<file path="config.mk">
export PLATFORM = sky130hd
export DESIGN_NAME = datapath_ctrl_unit
export DESIGN_NICKNAME = d
export VERILOG_FILES = /design/src/rtl/cu_pkg.sv /design/src/rtl/cu_decode.sv /design/src/rtl/datapath_ctrl_unit.sv
export SDC_FILE = /design/constraint.sdc
export NUM_CORES = 1
export LEC_CHECK = 0
export CAP_MARGIN = 40
export CORE_MARGIN = 2
export CORE_UTILIZATION = 42
export DETAILED_ROUTE_END_ITERATION = 12
export PLACE_DENSITY = 0.88
export SKIP_CTS_REPAIR_TIMING = 1
export SYNTH_ARGS = -nofsm -noshare
export SYNTH_HDL_FRONTEND = slang
export SYNTH_HIERARCHICAL = 1
export SYNTH_SLANG_ARGS = --single-unit
</file>
<file path="constraint.sdc">
create_clock -name clk -period 2.8 [get_ports clk]
set_input_delay 0.42 -clock clk [delete_from_list [all_inputs] [get_ports clk]]
set_output_delay 0.42 -clock clk [all_outputs]
set_load 0.05 [all_outputs]
</file>
<file path="src/rtl/cu_pkg.sv">
// Shared definitions for the datapath control unit: FSM states, instruction
// opcodes, ALU operation codes and the datapath strobe bundle.
package cu_pkg;

  localparam int OPC_W = 5;

  typedef enum logic [3:0] {
    RESET_ST, T0, T1, T2, T3, T4, T5, T6, T7, STOPPED, HALTED
  } state_e;

  localparam logic [OPC_W-1:0] OP_LD   = 5'h00;
  localparam logic [OPC_W-1:0] OP_LDI  = 5'h01;
  localparam logic [OPC_W-1:0] OP_ST   = 5'h02;
  localparam logic [OPC_W-1:0] OP_ADD  = 5'h03;
  localparam logic [OPC_W-1:0] OP_SUB  = 5'h04;
  localparam logic [OPC_W-1:0] OP_AND  = 5'h05;
  localparam logic [OPC_W-1:0] OP_OR   = 5'h06;
  localparam logic [OPC_W-1:0] OP_SHR  = 5'h07;
  localparam logic [OPC_W-1:0] OP_SHRA = 5'h08;
  localparam logic [OPC_W-1:0] OP_SHL  = 5'h09;
  localparam logic [OPC_W-1:0] OP_ROR  = 5'h0A;
  localparam logic [OPC_W-1:0] OP_ROL  = 5'h0B;
  localparam logic [OPC_W-1:0] OP_ADDI = 5'h0C;
  localparam logic [OPC_W-1:0] OP_ANDI = 5'h0D;
  localparam logic [OPC_W-1:0] OP_ORI  = 5'h0E;
  localparam logic [OPC_W-1:0] OP_MUL  = 5'h0F;
  localparam logic [OPC_W-1:0] OP_DIV  = 5'h10;
  localparam logic [OPC_W-1:0] OP_NEG  = 5'h11;
  localparam logic [OPC_W-1:0] OP_NOT  = 5'h12;
  localparam logic [OPC_W-1:0] OP_IN   = 5'h13;
  localparam logic [OPC_W-1:0] OP_OUT  = 5'h14;
  localparam logic [OPC_W-1:0] OP_MFHI = 5'h15;
  localparam logic [OPC_W-1:0] OP_MFLO = 5'h16;
  localparam logic [OPC_W-1:0] OP_NOP  = 5'h1A;
  localparam logic [OPC_W-1:0] OP_HALT = 5'h1B;

  localparam logic [4:0] ALU_ADD  = 5'd1;
  localparam logic [4:0] ALU_SUB  = 5'd2;
  localparam logic [4:0] ALU_MUL  = 5'd3;
  localparam logic [4:0] ALU_DIV  = 5'd4;
  localparam logic [4:0] ALU_SHR  = 5'd5;
  localparam logic [4:0] ALU_SHL  = 5'd6;
  localparam logic [4:0] ALU_SHRA = 5'd7;
  localparam logic [4:0] ALU_ROR  = 5'd8;
  localparam logic [4:0] ALU_ROL  = 5'd9;
  localparam logic [4:0] ALU_AND  = 5'd10;
  localparam logic [4:0] ALU_OR   = 5'd11;
  localparam logic [4:0] ALU_NEG  = 5'd12;
  localparam logic [4:0] ALU_NOT  = 5'd15;

  typedef struct packed {
    logic read;      logic write;     logic BAout;     logic Rin;
    logic Rout;      logic Gra;       logic Grb;       logic Grc;
    logic CONN_in;   logic MARin;     logic MDRin;     logic HIin;
    logic LOin;      logic Yin;       logic Zin;       logic PCin;
    logic IRin;      logic incPC;     logic InPortIn;  logic OutPortIn;
    logic HIout;     logic LOout;     logic ZHighOut;  logic ZLowOut;
    logic MDRout;    logic PCout;     logic InPortOut; logic Cout;
  } strobe_t;

  function automatic logic [4:0] alu_of(input logic [OPC_W-1:0] op);
    case (op)
      OP_ADD, OP_ADDI: alu_of = ALU_ADD;
      OP_SUB:          alu_of = ALU_SUB;
      OP_AND, OP_ANDI: alu_of = ALU_AND;
      OP_OR, OP_ORI:   alu_of = ALU_OR;
      OP_SHR:          alu_of = ALU_SHR;
      OP_SHRA:         alu_of = ALU_SHRA;
      OP_SHL:          alu_of = ALU_SHL;
      OP_ROR:          alu_of = ALU_ROR;
      OP_ROL:          alu_of = ALU_ROL;
      OP_MUL:          alu_of = ALU_MUL;
      OP_DIV:          alu_of = ALU_DIV;
      OP_NEG:          alu_of = ALU_NEG;
      OP_NOT:          alu_of = ALU_NOT;
      default:         alu_of = 5'd0;
    endcase
  endfunction

  // Final execute state of each opcode; the cycle after it is the T0 boundary.
  function automatic state_e last_state(input logic [OPC_W-1:0] op);
    case (op)
      OP_LD, OP_ST:                        last_state = T7;
      OP_MUL, OP_DIV:                      last_state = T6;
      OP_NEG, OP_NOT:                      last_state = T4;
      OP_IN, OP_OUT, OP_MFHI, OP_MFLO,
      OP_NOP, OP_HALT:                     last_state = T3;
      default: last_state = (op >= OP_LDI && op <= OP_ORI) ? T5 : T3;
    endcase
  endfunction

  function automatic logic is_illegal(input logic [OPC_W-1:0] op);
    is_illegal = (op >= 5'h17 && op <= 5'h19) || (op >= 5'h1C);
  endfunction

endpackage

</file>
<file path="src/rtl/cu_decode.sv">
// Combinational strobe/ALU decode from FSM state and opcode. Strobes that are
// not listed for a state stay low; CONN_in and InPortIn are never driven high.
module cu_decode
  import cu_pkg::*;
#(
  parameter int ALU_OP_W = 5
) (
  input  state_e                state_i,
  input  logic [OPC_W-1:0]      opcode_i,
  output strobe_t               strb_o,
  output logic [ALU_OP_W-1:0]   alu_op_o,
  output logic                  illegal_o
);

  always_comb begin
    strb_o    = '0;
    alu_op_o  = '0;
    illegal_o = 1'b0;
    case (state_i)
      T0: begin
        strb_o.PCout = 1'b1; strb_o.MARin = 1'b1; strb_o.incPC = 1'b1; strb_o.Zin = 1'b1;
      end
      T1: begin
        strb_o.ZLowOut = 1'b1; strb_o.PCin = 1'b1; strb_o.read = 1'b1; strb_o.MDRin = 1'b1;
      end
      T2: begin
        strb_o.MDRout = 1'b1; strb_o.IRin = 1'b1;
      end
      T3, T4, T5, T6, T7: begin
        if (opcode_i == OP_LD || opcode_i == OP_LDI || opcode_i == OP_ST) begin
          case (state_i)
            T3: begin strb_o.Grb = 1'b1; strb_o.BAout = 1'b1; strb_o.Yin = 1'b1; end
            T4: begin
              strb_o.Cout = 1'b1; strb_o.Zin = 1'b1; alu_op_o = ALU_OP_W'(ALU_ADD);
            end
            T5: begin
              strb_o.ZLowOut = 1'b1;
              if (opcode_i == OP_LDI) begin strb_o.Gra = 1'b1; strb_o.Rin = 1'b1; end
              else strb_o.MARin = 1'b1;
            end
            T6: begin
              strb_o.MDRin = 1'b1;
              if (opcode_i == OP_ST) begin strb_o.Gra = 1'b1; strb_o.Rout = 1'b1; end
              else strb_o.read = 1'b1;
            end
            T7: begin
              if (opcode_i == OP_ST) strb_o.write = 1'b1;
              else begin strb_o.MDRout = 1'b1; strb_o.Gra = 1'b1; strb_o.Rin = 1'b1; end
            end
            default: ;
          endcase
        end else if (opcode_i >= OP_ADD && opcode_i <= OP_ORI) begin
          // Immediate forms take operand B from the constant path instead of Rc.
          case (state_i)
            T3: begin strb_o.Grb = 1'b1; strb_o.Rout = 1'b1; strb_o.Yin = 1'b1; end
            T4: begin
              strb_o.Zin = 1'b1; alu_op_o = ALU_OP_W'(alu_of(opcode_i));
              if (opcode_i >= OP_ADDI) strb_o.Cout = 1'b1;
              else begin strb_o.Grc = 1'b1; strb_o.Rout = 1'b1; end
            end
            T5: begin strb_o.ZLowOut = 1'b1; strb_o.Gra = 1'b1; strb_o.Rin = 1'b1; end
            default: ;
          endcase
        end else if (opcode_i == OP_MUL || opcode_i == OP_DIV) begin
          case (state_i)
            T3: begin strb_o.Gra = 1'b1; strb_o.Rout = 1'b1; strb_o.Yin = 1'b1; end
            T4: begin
              strb_o.Grb = 1'b1; strb_o.Rout = 1'b1; strb_o.Zin = 1'b1;
              alu_op_o = ALU_OP_W'(alu_of(opcode_i));
            end
            T5: begin strb_o.ZLowOut = 1'b1; strb_o.LOin = 1'b1; end
            T6: begin strb_o.ZHighOut = 1'b1; strb_o.HIin = 1'b1; end
            default: ;
          endcase
        end else if (opcode_i == OP_NEG || opcode_i == OP_NOT) begin
          case (state_i)
            T3: begin
              strb_o.Grb = 1'b1; strb_o.Rout = 1'b1; strb_o.Zin = 1'b1;
              alu_op_o = ALU_OP_W'(alu_of(opcode_i));
            end
            T4: begin strb_o.ZLowOut = 1'b1; strb_o.Gra = 1'b1; strb_o.Rin = 1'b1; end
            default: ;
          endcase
        end else if (state_i == T3) begin
          case (opcode_i)
            OP_IN:   begin strb_o.InPortOut = 1'b1; strb_o.Gra = 1'b1; strb_o.Rin = 1'b1; end
            OP_OUT:  begin strb_o.Gra = 1'b1; strb_o.Rout = 1'b1; strb_o.OutPortIn = 1'b1; end
            OP_MFHI: begin strb_o.HIout = 1'b1; strb_o.Gra = 1'b1; strb_o.Rin = 1'b1; end
            OP_MFLO: begin strb_o.LOout = 1'b1; strb_o.Gra = 1'b1; strb_o.Rin = 1'b1; end
            default: illegal_o = is_illegal(opcode_i);
          endcase
        end
      end
      default: ;
    endcase
  end

endmodule

</file>
<file path="src/rtl/datapath_ctrl_unit.sv">
// Hardwired fetch/execute sequencer for the 32-bit bus datapath.
// Optional CU_INSTR_COUNT_EN adds a retired-instruction counter output.
module datapath_ctrl_unit
  import cu_pkg::*;
#(
  parameter int DATA_W   = 32,
  parameter int ALU_OP_W = 5
) (
  input  logic                clk,
  input  logic                clr,
  input  logic [DATA_W-1:0]   ir,
  input  logic                stop,
  output logic                run,
  output logic                illegal,
  output logic                read,
  output logic                write,
  output logic                BAout,
  output logic                Rin,
  output logic                Rout,
  output logic                Gra,
  output logic                Grb,
  output logic                Grc,
  output logic                CONN_in,
  output logic                MARin,
  output logic                MDRin,
  output logic                HIin,
  output logic                LOin,
  output logic                Yin,
  output logic                Zin,
  output logic                PCin,
  output logic                IRin,
  output logic                incPC,
  output logic                InPortIn,
  output logic                OutPortIn,
  output logic                HIout,
  output logic                LOout,
  output logic                ZHighOut,
  output logic                ZLowOut,
  output logic                MDRout,
  output logic                PCout,
  output logic                InPortOut,
  output logic                Cout,
  output logic [ALU_OP_W-1:0] alu_op
`ifdef CU_INSTR_COUNT_EN
 ,output logic [31:0]         instr_count
`endif
);

  state_e           state_q, state_d;
  logic [OPC_W-1:0] opcode;
  logic             unused_ir_bits;
  logic             in_exec;
  strobe_t          strb;

  assign opcode         = ir[DATA_W-1 -: OPC_W];
  assign unused_ir_bits = ^ir[DATA_W-OPC_W-1:0];
  assign in_exec        = (state_q == T3) || (state_q == T4) || (state_q == T5) ||
                          (state_q == T6) || (state_q == T7);

  always_comb begin
    state_d = state_q;
    case (state_q)
      RESET_ST: state_d = T0;
      T0:       state_d = stop ? STOPPED : T1;
      T1:       state_d = T2;
      T2:       state_d = T3;
      T3, T4, T5, T6, T7: begin
        if (state_q == T3 && opcode == OP_HALT) state_d = HALTED;
        else if (state_q == last_state(opcode)) state_d = T0;
        else state_d = state_e'(state_q + 4'd1);
      end
      STOPPED:  state_d = stop ? STOPPED : T0;
      HALTED:   state_d = HALTED;
      default:  state_d = RESET_ST;
    endcase
  end

  always_ff @(posedge clk or posedge clr) begin
    if (clr) state_q <= RESET_ST;
    else     state_q <= state_d;
  end

`ifdef CU_INSTR_COUNT_EN
  logic [31:0] count_q;

  always_ff @(posedge clk or posedge clr) begin
    if (clr)                             count_q <= '0;
    else if (in_exec && state_d == T0)   count_q <= count_q + 32'd1;
  end

  assign instr_count = count_q;
`endif

  cu_decode #(.ALU_OP_W(ALU_OP_W)) u_decode (
    .state_i   (state_q),
    .opcode_i  (opcode),
    .strb_o    (strb),
    .alu_op_o  (alu_op),
    .illegal_o (illegal)
  );

  assign run = in_exec || state_q == T0 || state_q == T1 || state_q == T2;

  assign read      = strb.read;
  assign write     = strb.write;
  assign BAout     = strb.BAout;
  assign Rin       = strb.Rin;
  assign Rout      = strb.Rout;
  assign Gra       = strb.Gra;
  assign Grb       = strb.Grb;
  assign Grc       = strb.Grc;
  assign CONN_in   = strb.CONN_in;
  assign MARin     = strb.MARin;
  assign MDRin     = strb.MDRin;
  assign HIin      = strb.HIin;
  assign LOin      = strb.LOin;
  assign Yin       = strb.Yin;
  assign Zin       = strb.Zin;
  assign PCin      = strb.PCin;
  assign IRin      = strb.IRin;
  assign incPC     = strb.incPC;
  assign InPortIn  = strb.InPortIn;
  assign OutPortIn = strb.OutPortIn;
  assign HIout     = strb.HIout;
  assign LOout     = strb.LOout;
  assign ZHighOut  = strb.ZHighOut;
  assign ZLowOut   = strb.ZLowOut;
  assign MDRout    = strb.MDRout;
  assign PCout     = strb.PCout;
  assign InPortOut = strb.InPortOut;
  assign Cout      = strb.Cout;

endmodule

</file>
=== Word-level counts from Yosys, hierarchy flattened ===
Memory sizes are Yosys's and may differ from the RTL's.
Index checks and enable logic that the tools add are counted.
Widths: inputs -> output; s select.

* Register bits after elaboration: 4
* ROM bits: 384
* Input bits: 35
* Output and inout port bits: 35
* Logic and storage cells: 162
* Memories kept: 3

* Add/subtract/negate cells: 1
* Magnitude comparators: 7
* Equal/unequal tests: 23
* Muxes and demuxes: 101
* Reductions and logical operators: 26

{| class="wikitable"
|+ Memory list
! memory !! depth !! bits a word !! rd ports !! clocked after memory_dff !! write ports !! line !! source
|-
| (no name shown) || 32 || 4 || 1 || 0 || 0 || cu_pkg.sv:62 || <nowiki>case (op)</nowiki>
|-
| (no name shown) || 32 || 4 || 1 || 0 || 0 || cu_pkg.sv:62 ||
|-
| (no name shown) || 32 || 4 || 1 || 0 || 0 || cu_pkg.sv:62 ||
|}

{| class="wikitable"
|+ Operators with widths
! cell !! number
|-
| $mux 1 || 53
|-
| $eq 5x5->1 const B || 9
|-
| $mux 4 || 11
|-
| $mux 5 || 8
|-
| $pmux 4 s7 || 1
|-
| $mux 3 || 9
|-
| $eq 4x3->1 const B || 4
|-
| $mux 2 || 8
|-
| $pmux 1 s2 || 8
|-
| $pmux 4 s4 || 1
|-
| $eq 4x4->1 const B || 3
|-
| $logic_or 1x1->1 || 12
|-
| $ge 5x5->1 const B || 2
|-
| $eq 4x2->1 const B || 2
|-
| $reduce_or 2->1 || 4
|-
| $mux 7 || 1
|-
| $reduce_or 6->1 || 1
|-
| $eq 5x1->1 const B || 1
|-
| $eq 5x2->1 const B || 1
|-
| $eq 5x4->1 const B || 1
|-
| $ge 5x1->1 const B || 1
|-
| $ge 5x2->1 const B || 1
|-
| $ge 5x4->1 const B || 1
|-
| $le 5x4->1 const B || 1
|-
| 11 further kinds || 14
|}

=== Longest topological paths before layout ===
* Depth in word-level cells: 10
* Mapped depth: 10
* Gate-level depth less buffers: 7

=== By module ===
The synthesis kept the hierarchy.

{| class="wikitable"
|+ Modules (own cells, without submodules)
! module !! instances !! cells each !! area an instance (um^2) !! sequential area each (um^2)
|-
| cu_decode || 1 || 156 || 1052.3 || 0.0
|-
| datapath_ctrl_unit || 1 || 54 || 434.2 || 100.1
|}

=== Worst setup path before layout ===
OpenSTA, ideal clock, no wires.

* Path type: input -> output
* From: input ir[28]
* To: output HIin
* Arrival: 3137 ps
* Data required time: 2380 ps
* Path slack: -757 ps
* Stages on the path: 9
* Buffers on the path: 3
* Path through: clkbuf_2 > inv_1 > ha_1 > or2_0 > buf_2 > o21ai_4 > nand3_1 > nor3_1 > buf_4

* Cells in the longest elaborated chain, start to end: 6
* Elaborated cells on any way between the ends: 15
* Those cells by class: order compare (2); eq/ne (4); mux (4); reduce/logical (5)

{| class="wikitable"
|+ Ends and longest elaborated chain
! item !! line !! source
|-
| from (decl) || datapath_ctrl_unit.sv:11 || <nowiki>input logic [DATA_W-1:0] ir,</nowiki>
|-
| parallel branches: the longest is 4 deep, another holds $ge 5x2->1 || n/a ||
|-
| $mux 2 * || cu_decode.sv:30 || <nowiki>if (opcode_i == OP_LD || opcode_i == OP_LDI || opcode_i == OP_ST) begin</nowiki>
|-
| $mux 3 * || cu_decode.sv:19 || <nowiki>case (state_i)</nowiki>
|-
| to (decl) || datapath_ctrl_unit.sv:26 || <nowiki>output logic HIin,</nowiki>
|}

Every way passes the cells marked *.

=== Worst setup path in the final report ===
* From: input ir[29]
* To: output alu_op[0]

* Cells in the longest elaborated chain, start to end: 7
* Elaborated cells on any way between the ends: 25
* Those cells by class: order compare (2); eq/ne (6); mux (8); reduce/logical (6); memory (3)

{| class="wikitable"
|+ Ends and longest elaborated chain
! item !! line !! source
|-
| $mem_v2 32x4 or $eq 5x5->1 (tied branches) || n/a ||
|-
| $mux 5 or $logic_or 1x1->1 (tied branches) || cu_decode.sv:76, cu_decode.sv:75 ||
|-
| $mux 5 || cu_decode.sv:75 || <nowiki>end else if (opcode_i == OP_NEG || opcode_i == OP_NOT) begin</nowiki>
|-
| $mux 5 || cu_decode.sv:64 || <nowiki>end else if (opcode_i == OP_MUL || opcode_i == OP_DIV) begin</nowiki>
|-
| $mux 5 || cu_decode.sv:52 || <nowiki>end else if (opcode_i >= OP_ADD && opcode_i <= OP_ORI) begin</nowiki>
|-
| $mux 5 * || cu_decode.sv:30 ||
|-
| $mux 5 * || cu_decode.sv:19 ||
|-
| to (decl) || datapath_ctrl_unit.sv:43 || <nowiki>output logic [ALU_OP_W-1:0] alu_op</nowiki>
|}

Every way passes the cells marked *; elsewhere a longest branch is shown, timed or not.

==> metrics.md <==
| Metric | Value |
|---|---|
| Status | `finished clean` |
| Worst-skew pair later-pin latency | `~0.24 ns` |
| Synthesized flop and latch total | `4` |
| Critical-path maximum fanout | `14` |
| Tightest slew margin relative to the limit | `~59%` |
| Final std cell area, no fill | `approximately 2500 sq um` |
| Capture point of the worst reg-to-reg path | `state_q[2]` |
| Standby leakage power | `about 1.1 nW` |
| Share of Yosys cell area claimed by the top area cell type | `9.26%` |
| Instance area at placement | `2330 sq um` |
| Period Utilization, post-route | `between 90% and 100%` |
| Effective utilization at floorplan | `between 40 and 50%` |
| Most used DFF post-synth | `dfrtp_1` |
| R2R Setup Slk | `between 0.6 and 0.7 ns` |
| Maximum vdd drop | `around 0.46 mV` |
| Startpoint-to-endpoint class of the critical path | `in2out` |
| Post-synthesis cell count | `210` |
| Largest register FFs | `4` |
| Antenna violations before repair | `0` |
| Part of the Yosys area used for sequential elements | `6.73%` |
| Std cell rows | `21` |
| Leading registers by flop count | `state_q: 4 flops` |
| Power density over the cells | `between 600 and 700 nW/um^2` |
| Count of inserted antenna diode cells | `0` |
| Maximum number of pins on one net before global-route repair | `20` |
| Share of synthesized registers carrying an async set or reset | `100%` |
| Vias in the first global route | `between 1.5k and 2k` |
| Post-Syn Area | `around 1500 sq um` |
| Final period demand of the worst path | `2.75 ns` |
| Crit path max-delay family | `buffers and inverters` |
| Overall die area | `between 4000 and 5000 sq um` |
| FMAX | `between 300 and 400 MHz` |
| Max-capacitance violation count | `0` |
| Critical path required time | `about 2.4 ns` |
| Launching element type of the critical path | `primary input` |
| Post-route core utilization | `74.3%` |
| Worst Path Buf+Inv | `5` |
| CP max-delay cell | `clkdlybuf4s50_1` |
| Clock slew at reported path FFs | `0.04 ns` |
| Final net count | `328` |
| H-tree depth reported by CTS | `1` |
| Post-synthesis average cell area | `slightly above 7 sq um` |
| Via count | `approximately 2.0k` |
| Register name with the most flops | `state_q` |
| Syn-to-layout area delta | `68.1%` |
| Library cell occupying the most area in the post-synthesis netlist | `ha_1` |
| Count of input and output buffers | `39` |
| Clock root buffer | `clkbuf_4` |
| Slew @ Worst Pin | `0.608 ns` |
| Total grt overflow | `0` |
| Clock sink count | `4` |
| EDFF count, synth | `0` |
| Wire length of the first global-routing pass | `roughly 7300 um` |
| Total power after layout | `between 1.5 and 2 mW` |
| Final-report setup violation count | `0` |
| Die Y | `approximately 63 um` |
| Clock tree buffer depth | `2` |
| Top post-synthesis cells by area | `ha_1, dfrtp_1, nor2_1` |
| I/O pin count | `70` |
| Routed Antenna Nets | `0` |
| First-pass iteration count of the detailed router | `6` |
| Number of clock buffers inserted by TritonCTS | `3` |
| Nature of the critical path endpoint | `output pin` |
| Number of violations reported at the end of detailed-routing iteration 0 | `between 100 and 150` |
| Count of cell types in the netlist | `64` |
| Overall die width | `63.5 um` |
| Final estimated routing congestion in global placement | `0.878` |
| R2R cell count | `7` |
| Setup skew after layout | `between 0.002 and 0.0025 ns` |
| Average wire length per cell after detail routing | `15.8 um` |
| DRC | `0` |
| HPWL reported at the end of detailed placement | `between 3000 and 4000 um` |
| Clock tree from TritonCTS | `built` |
| Max-slew violation count | `0` |
| Vias per std cell | `~6.0` |
| Critical path cell sequence | `clkdlybuf4s50_1 -> buf_6 -> inv_1 -> nand2_1 -> nor3_2 -> o2111ai_4 -> o22ai_2 -> buf_4 -> buf_12` |
| Wire length reported by the detailed router | `between 5000 and 6000 um` |
| Worst R2R Start | `state_q[1]` |
| Share of post-route cells with drive strength above 1 | `between 40 and 50%` |
| Warnings from Yosys | `6` |
| Crit path largest cell delay | `a little under 0.6 ns` |
| Core footprint | `between 3000 and 4000 sq um` |
| Total track usage | `approximately 22%` |
| Arrival time worst endpoint | `about 2.3 ns` |
| Class of the most critical hold timing path | `in2async` |
| Setup TNS | `0 ns` |
| Fin. Hold Viols | `0` |
worst max path at each step:
stage | startpoint | to | slack, ns | cells past startpoint
after global routing | ir[29] | alu_op[3] | -0.04 | 8
after detailed placement | ir[28] | alu_op[0] | -0.26 | 9
after floorplan | ir[28] | HIin | -0.1 | 9
after global placement | ir[28] | alu_op[0] | -0.21 | 9
after CTS | ir[28] | alu_op[0] | -0.26 | 9
final | ir[29] | alu_op[0] | 0.05 | 9
cell usage after synthesis, types with 3 or more instances:
cell	instances
xnor2_1	3
a22oi_1	4
clkbuf_8	4
nand4_1	3
o21ai_0	8
nor3_1	10
o22ai_1	4
a21oi_1	15
clkbuf_2	3
nor2b_1	11
nor2_1	24
inv_1	8
a211oi_1	4
buf_4	7
dfrtp_1	4
nand2b_1	3
ha_1	11
buf_2	4
nand3_1	7
nand2_1	17
and2_1	3
per-layer routing:
layer  track usage (%)  part of all wire, %  vias to the layer above  wire length [um]
li1                  -                    -                      903                 -
met1              26.3                   39                      901              2010
met2              39.3                   51                      129              2600
met3              2.14                  6.6                       29               341
met4              8.97                  3.8                        0               196
met5                 0                    0                        -                 0
cells in the final DEF (no fill, tap or decap), types with 5 or more instances in the layout:
cell type / netlist / final
nand3_1: 7 / 6
nor3_1: 10 / 7
buf_12: 0 / 21
buf_4: 7 / 49
ha_1: 11 / 9
inv_1: 8 / 8
nor2_1: 24 / 23
a21oi_1: 15 / 10
o21ai_0: 8 / 7
nor2b_1: 11 / 10
nand2_1: 17 / 17
clkdlybuf4s50_1: 0 / 8
a21oi_2: 0 / 5
cells by family after synthesis:
logic type	synth area share (%)
AND/OR/NAND/NOR	39.5
XOR/XNOR	1.77
adder cells (fa/ha/maj)	9.26
buffers and inverters	12.1
multiplexers	1.35
other	0.252
flip-flops	6.73
AO/OA/AOI/OAI	29.0
final cells by class:
| type | instances | area [sq um] |
|---|---|---|
| repair buffers | 85 | 951 |
| clock buffers | 3 | 22.5 |
| well taps | 46 | 57.6 |
| fillers | 230 | 865 |
| multi-input cells | 180 | 1340 |
| inverters | 8 | 30.0 |
| flip-flops and latches | 4 | 100 |
stage by stage:
stage | std cells | worst slack (ns) | hold slack (ns)
after floorplan | 212 | -0.0977 | 0.186
final | 326 | 0.0539 | 0.369
after detailed placement | 319 | -0.259 | 0.619
after global routing | 326 | -0.0390 | 0.392
after global placement | 319 | -0.214 | 0.607
after CTS | 322 | -0.263 | 0.367
power by group:
part	internal, mW	leakage, nW	switching [mW]
clock network	0.0480	0.0138	0.0244
registers	0.0838	0.0511	0.100
logic	0.532	1.02	0.837
total	0.664	1.08	0.962
No activity file was read; power rests on OpenSTA's default activity.
